File: src/rtl/adc128s_fc_if.sv
// adc128s_fc_if: SPI bus bundle between the Segway controller and the A2D model
interface adc128s_fc_if;
  logic SS_n;
  logic SCLK;
  logic MOSI;
  logic MISO;
  modport master(output SS_n, SCLK, MOSI, input MISO);
  modport slave(input SS_n, SCLK, MOSI, output MISO);
endinterface

File: src/rtl/adc128s_fc.sv
// adc128s_fc: SPI-slave model of an 8-channel 12-bit A2D; ADC_TRISTATE_EN floats MISO while deselected
module adc128s_fc #(
  parameter logic [2:0] CH_LFT   = 3'd0,
  parameter logic [2:0] CH_RGHT  = 3'd4,
  parameter logic [2:0] CH_STEER = 3'd5,
  parameter logic [2:0] CH_BATT  = 3'd6
) (
  input  logic        clk,
  input  logic        rst,
  adc128s_fc_if.slave spi,
  input  logic [11:0] ld_cell_lft,
  input  logic [11:0] ld_cell_rght,
  input  logic [11:0] steerPot,
  input  logic [11:0] batt
);
  logic [2:0]  ss_q, sclk_q;
  logic [1:0]  mosi_q;
  logic [15:0] rx_shft, tx_shft;
  logic [4:0]  bit_cnt;
  logic [2:0]  chnl, nxt_chnl;
  logic [11:0] result, sel;
  logic        ss_fall, ss_rise, sclk_rise, sclk_fall, ss_low, frame_ok;
  logic        unused_rx;
  assign ss_low    = ~ss_q[1];
  assign ss_fall   = ss_q[2] & ~ss_q[1];
  assign ss_rise   = ~ss_q[2] & ss_q[1];
  assign sclk_rise = ~sclk_q[2] & sclk_q[1];
  assign sclk_fall = sclk_q[2] & ~sclk_q[1];
  assign frame_ok  = ss_rise & (bit_cnt == 5'd16);
  assign nxt_chnl  = frame_ok ? rx_shft[13:11] : chnl;
  assign unused_rx = ^{rx_shft[15:14], rx_shft[10:0]};
  // Channel value for the channel that will be latched
  always_comb
    sel = (nxt_chnl == CH_LFT)   ? ld_cell_lft  :
          (nxt_chnl == CH_RGHT)  ? ld_cell_rght :
          (nxt_chnl == CH_STEER) ? steerPot     :
          (nxt_chnl == CH_BATT)  ? batt         : 12'h000;
  // Two-flop synchronisers plus an edge-detect stage; SS_n idles high after reset
  always_ff @(posedge clk)
    if (rst) begin
      ss_q   <= 3'b111;
      sclk_q <= 3'b000;
      mosi_q <= 2'b00;
    end else begin
      ss_q   <= {ss_q[1:0], spi.SS_n};
      sclk_q <= {sclk_q[1:0], spi.SCLK};
      mosi_q <= {mosi_q[0], spi.MOSI};
    end
  // Frame shifting and end-of-frame channel/result capture
  always_ff @(posedge clk)
    if (rst) begin
      rx_shft <= 16'h0000;
      tx_shft <= 16'h0000;
      bit_cnt <= 5'd0;
      chnl    <= 3'd0;
      result  <= 12'h000;
    end else begin
      if (ss_fall) begin
        tx_shft <= {4'h0, result};
        bit_cnt <= 5'd0;
      end else if (ss_low & sclk_rise) begin
        rx_shft <= {rx_shft[14:0], mosi_q[1]};
        bit_cnt <= (bit_cnt == 5'd16) ? bit_cnt : bit_cnt + 5'd1;
      end else if (ss_low & sclk_fall & (bit_cnt != 5'd0))
        tx_shft <= {tx_shft[14:0], 1'b0};
      if (frame_ok) begin
        chnl   <= nxt_chnl;
        result <= sel;
      end
    end
`ifdef ADC_TRISTATE_EN
  assign spi.MISO = ss_low ? tx_shft[15] : 1'bz;
`else
  assign spi.MISO = ss_low ? tx_shft[15] : 1'b0;
`endif
endmodule

File: src/flat_wrapper.sv
// flat-port wrapper written by rule: the top's interface ports become plain ports
module adc128s_fc_flat 
#(
  parameter logic [2:0] CH_LFT   = 3'd0,
  parameter logic [2:0] CH_RGHT  = 3'd4,
  parameter logic [2:0] CH_STEER = 3'd5,
  parameter logic [2:0] CH_BATT  = 3'd6
)
  (clk, rst, ld_cell_lft, ld_cell_rght, steerPot, batt, spi_SS_n, spi_SCLK, spi_MOSI, spi_MISO);
  adc128s_fc_if spi_i ();
  input  logic clk;
  input  logic rst;
  input  logic [11:0] ld_cell_lft;
  input  logic [11:0] ld_cell_rght;
  input  logic [11:0] steerPot;
  input  logic [11:0] batt;
  input wire logic [$bits(spi_i.SS_n)-1:0] spi_SS_n;
  input wire logic [$bits(spi_i.SCLK)-1:0] spi_SCLK;
  input wire logic [$bits(spi_i.MOSI)-1:0] spi_MOSI;
  output wire logic [$bits(spi_i.MISO)-1:0] spi_MISO;
  assign spi_i.SS_n = spi_SS_n;
  assign spi_i.SCLK = spi_SCLK;
  assign spi_i.MOSI = spi_MOSI;
  assign spi_MISO = spi_i.MISO;
  adc128s_fc #(.CH_LFT(CH_LFT), .CH_RGHT(CH_RGHT), .CH_STEER(CH_STEER), .CH_BATT(CH_BATT)) u_core (.clk(clk), .rst(rst), .spi(spi_i), .ld_cell_lft(ld_cell_lft), .ld_cell_rght(ld_cell_rght), .steerPot(steerPot), .batt(batt));
endmodule
File: config.mk
export PLATFORM = sky130hd
export DESIGN_NAME = adc128s_fc_flat
export DESIGN_NICKNAME = d
export VERILOG_FILES = /design/src/rtl/adc128s_fc_if.sv /design/src/rtl/adc128s_fc.sv /design/src/flat_wrapper.sv
export SDC_FILE = /design/constraint.sdc
export NUM_CORES = 1
export LEC_CHECK = 0
export ABC_AREA = 1
export ABC_CLOCK_PERIOD_IN_PS = 3100
export BUFFER_PORTS_ARGS = -buffer_cell sky130_fd_sc_hd__buf_2
export CORE_MARGIN = 1.5
export CORE_UTILIZATION = 59
export DETAILED_ROUTE_END_ITERATION = 8
export PLACE_DENSITY = 0.82
export SLEW_MARGIN = 5
export SYNTH_ARGS = -nofsm -noshare
export SYNTH_HDL_FRONTEND = slang
export SYNTH_SLANG_ARGS = --single-unit
File: constraint.sdc
create_clock -name clk -period 3.1 [get_ports clk]
set_input_delay 0.31 -clock clk [delete_from_list [all_inputs] [get_ports clk]]
set_output_delay 0.31 -clock clk [all_outputs]
set_load 0.01 [all_outputs]
---- Word level (Yosys, flattened, before mapping) ----
Index checks and enable logic that the tools add are counted.
cells by class
  $add $sub $neg .......................... 1
  equal/unequal tests ..................... 5
  mux-type cells .......................... 9
  bitwise logic cells ..................... 15
  reduce and logical (&&, ||, !) cells .... 8
operators with widths
  cell                 count
  $mux 12              7
  $eq 3x3->1 const B   3
  $and 1x1->1          8
  $reduce_and 2->1     4
  $not 1->1            7
  $add 5x1->5 const B  1
  $eq 5x5->1 const B   1
  $reduce_bool 5->1    1
  $logic_not 3->1      1
  $mux 3               1
  $ne 2x1->1 const B   1
  $reduce_bool 2->1    1
  $reduce_or 2->1      1
  $mux 1               1
storage, ports and cells
  register bits ........................... 58
  bits of input ports ..................... 53
  logic and storage cells ................. 47

---- Logic depth before layout (Yosys ltp) ----
  depth in word-level cells ............... 9
  gate-level depth with buffers ........... 13
  depth with buffers taken out ............ 13

---- Worst setup path after synthesis ----
Ideal clock, no wire load.
  path kind ............................... reg2reg
  start ................................... register u_core.bit_cnt[0]
  end ..................................... register u_core.result[5]
  data arrival time ....................... 1.632 ns
  path slack .............................. 1.347 ns
  stages on the path, launching flop included .. 13
  buffers on the path ..................... 1
  path through ............................ dfxtp_1 inv_1 ha_1 nand2_1 nor2_2 nand4_1 nand2_2 clkinv_2 nor2_8 buf_6 nor2_1 nand2_1 a21oi_2
on the way
  cells in the longest elaborated chain, start to end .. 8
  elaborated cells on any way between the ends .. 11
  classes of those cells .................. 4 x eq/ne; 5 x mux; 1 x bitwise; 1 x reduce/logical
ends and longest elaborated chain
  item                      line              text
  start: declaration        adc128s_fc.sv:19  logic [4:0] bit_cnt;
  start signal: assignment  adc128s_fc.sv:63  bit_cnt <= (bit_cnt == 5'd16) ? bit_cnt : bit_cnt + 5'd1;
  $eq 5x5->1 *              adc128s_fc.sv:29  assign frame_ok = ss_rise & (bit_cnt == 5'd16);
  $and 1x1->1 *             adc128s_fc.sv:29
  $mux 3                    adc128s_fc.sv:30  assign nxt_chnl = frame_ok ? rx_shft[13:11] : chnl;
  $eq 3x3->1                adc128s_fc.sv:37  (nxt_chnl == CH_BATT) ? batt : 12'h000;
  $mux 12                   adc128s_fc.sv:37
  $mux 12                   adc128s_fc.sv:36  (nxt_chnl == CH_STEER) ? steerPot :
  $mux 12                   adc128s_fc.sv:35  (nxt_chnl == CH_RGHT) ? ld_cell_rght :
  $mux 12                   adc128s_fc.sv:34  sel = (nxt_chnl == CH_LFT) ? ld_cell_lft :
  end signal: assignment    adc128s_fc.sv:68  result <= sel;
  end: declaration          adc128s_fc.sv:21  logic [11:0] result, sel;
Mark *: on every way between the ends. The rest lies on a longest branch, timed or not.
A chain may end at the register's enable or synchronous reset.

---- Final worst setup path ----
  start ................................... register u_core.bit_cnt[0]
  end ..................................... register u_core.result[10]
Same word-level chain as after synthesis.

==> impl_metrics.ini <==
[routing]
ant_nets = 0
drtIter0Drc = 160
vias = 2502
dr.pass1.iters = 5
via_per_inst = 5.25
wire_per_inst_um = 12.4
wirelength_um = 5940
drc = 0

[global_route]
first_global_vias = 2211
grt_util_all_layers = 0.249
grt_max_degree = 37
antenna_found_initial = 0
grt_pass1_wl_um = 9850
overflow = 0

[sta]
relSlewSlack = 0.565
finalSetupViolCount = 0
finalMaxSlewViolations = 0
setup_tns_ns = 0
clock.fmax_ghz = 0.438
finClkSkew_ns = 0.00924
post-route-period-util = 0.736
rsz0062_at_grt = no
hold_viol_final = 0
fin_crit_ns = 2.28
whs_ns = 0.159
worst_pin_slew_ns = 0.651

[synthesis]
synth_top_cell_area_share = 0.429
avgSynthCellArea_sq_um = 7.28
synth_compound_area_frac = 0.202
muxShareOfSynthArea = 0
yosys.area.top_type = dfxtp_1
yosysWarnings = 0
ys_ff_latch = 58
synth-edff-count = 0
synthArstFlopShare = 0
syn_area_sq_mm = 0.00271
synth_top_family_by_area = simple AND/OR/NAND/NOR gates
synth_simple_gate_area_frac = 0.269
yosys.area_share.adder = 0.00924
ys_top_cells_by_area = dfxtp_1 43%, nand2_1 10%, nor2_1 7.9%, inv_1 5.3%, a21oi_2 5.2%
synthCells = 372
synth_xor_area_frac = 0.00323
syn_nets = 427
ys_seq_area_frac = 0.429
synth_cell_types = 33
synthFlopType = dfxtp_1

[critical_path]
worst_setup_path_end_kind = flip-flop
critical_path_class = reg -> reg
cp.arrival_ns = 2.54
path_max_fanout = 15
required_ns = 3.36
start_kind = flip-flop

[floorplanning]
start_util = 0.618
die_area_sq_mm = 0.00500
die_h_um = 70.7
rows = 24
core-area_sq_mm = 0.00438
ios = 54
die_w_um = 70.7

[cts]
worstSkewPairLatency_ns = 0.33
hold_buffers = 0
cts_resized = 0
tritoncts = built
clockBufferDepth = 2
clkTransAtPathRegs_ns = 0.06
clock-sinks = 58
h-tree-depth = 3
root_buffer = clkbuf_8
cts_buffers = 9
cts_setup_buffers = 0

[placement]
gp_congestion = 0.940
place_area_sq_mm = 0.00297
post-dp-hpwl_um = 4310
io_buffers = 53

[power_and_ir_drop]
power-per-cell-area_mw_per_mm2 = 509
ir_worst_vdd_mv = 0.328
power_leakage_nw = 1.32

[hold_path]
hp-class = in -> reg

[layout]
final_cell_mix = 72 x nand2_1, 58 x dfxtp_1, 57 x nor2_1
design_area_sq_mm = 0.00319
nets = 476
diodes = 0
drive_gt1_frac = 0.231
syn2layout_area_growth_pct = 17.9
layout_commonest_cell = nand2_1

[run]
maxCapViolCount = 0

[status]
status = finished clean
==> sequential cells by signal, summed over array words and instances, names as in the netlist <==
signal	cells
u_core.bit_cnt	5
u_core.ss_q	3
u_core.result	12
u_core.chnl	3
u_core.mosi_q	2
u_core.sclk_q	3
u_core.tx_shft	16
u_core.rx_shft	14
==> stage by stage <==
step	utilization	power, mW	cells	setup slack [ns]
finish	0.728	1.62	477	0.817
global route	0.728	1.69	477	0.529
CTS	0.728	1.63	477	0.814
detailed placement	0.678	0.867	462	0.845
global placement	0.678	0.867	462	0.980
floorplan	-	0.823	372	1.35
==> cell usage after synthesis, types with 4 or more instances <==
| library cell | n |
|---|---|
| a21oi_2 | 16 |
| o21ai_1 | 11 |
| o21ai_0 | 28 |
| nor2_1 | 57 |
| a311oi_1 | 10 |
| dfxtp_1 | 58 |
| inv_1 | 38 |
| nand3_1 | 19 |
| buf_2 | 4 |
| clkbuf_1 | 10 |
| nand2_1 | 72 |
| a21oi_1 | 19 |
| nand4_1 | 4 |
==> cell type report <==
type	instances	area [sq um]
clock inverter	2	60.1
timing repair buffer	55	280
inverter	41	155
sequential	58	1160
fill	362	1190
tap	52	65.1
clock buffer	13	159
multi-input combinational	256	1310
==> cell families (layout without fill, tap and decap cells) <==
family,count (synthesis),in the layout
buffers and inverters,58,111
AND/OR/NAND/NOR,166,166
AO/OA/AOI/OAI,87,87
XOR/XNOR,1,1
adder cells (fa/ha/maj),2,2
flip-flops,58,58
==> critical path, stage by stage, from the launching register on <==
cell	delay (ns)
dfxtp_1	0.33
inv_1	0.10
ha_1	0.22
nand4_4	0.28
o21ai_4	0.43
nand3_1	0.38
o21ai_1	0.25
nand2_1	0.09
a21oi_2	0.13
==> final timing paths <==
check / endpoint / from / slack, ns / cells past startpoint
worst min register to register: u_core.ss_q[1] / u_core.ss_q[0] / 0.42 / 1
worst max-delay path: u_core.result[10] / u_core.bit_cnt[0] / 0.82 / 8
worst max register to register: u_core.result[10] / u_core.bit_cnt[0] / 0.82 / 8
worst min-delay path: u_core.ss_q[0] / spi_SS_n / 0.16 / 2
==> routing by layer <==
metal / routed length (um) / share of wire / global-route usage / up-vias
met5: 0 / 0 / 0 / -
met4: 78 / 0.013 / 0.0692 / 0
met3: 308 / 0.052 / 0.0897 / 10
met2: 2630 / 0.44 / 0.379 / 81
met1: 2920 / 0.49 / 0.336 / 1100
li1: - / - / - / 1311
==> report_power, final <==
group / switching (mW) / internal, mW
combinational: 0.0479 / 0.0390
sequential: 0.00625 / 0.757
clock: 0.280 / 0.493
total: 0.334 / 1.29
Power figures use the tool's default switching activity.
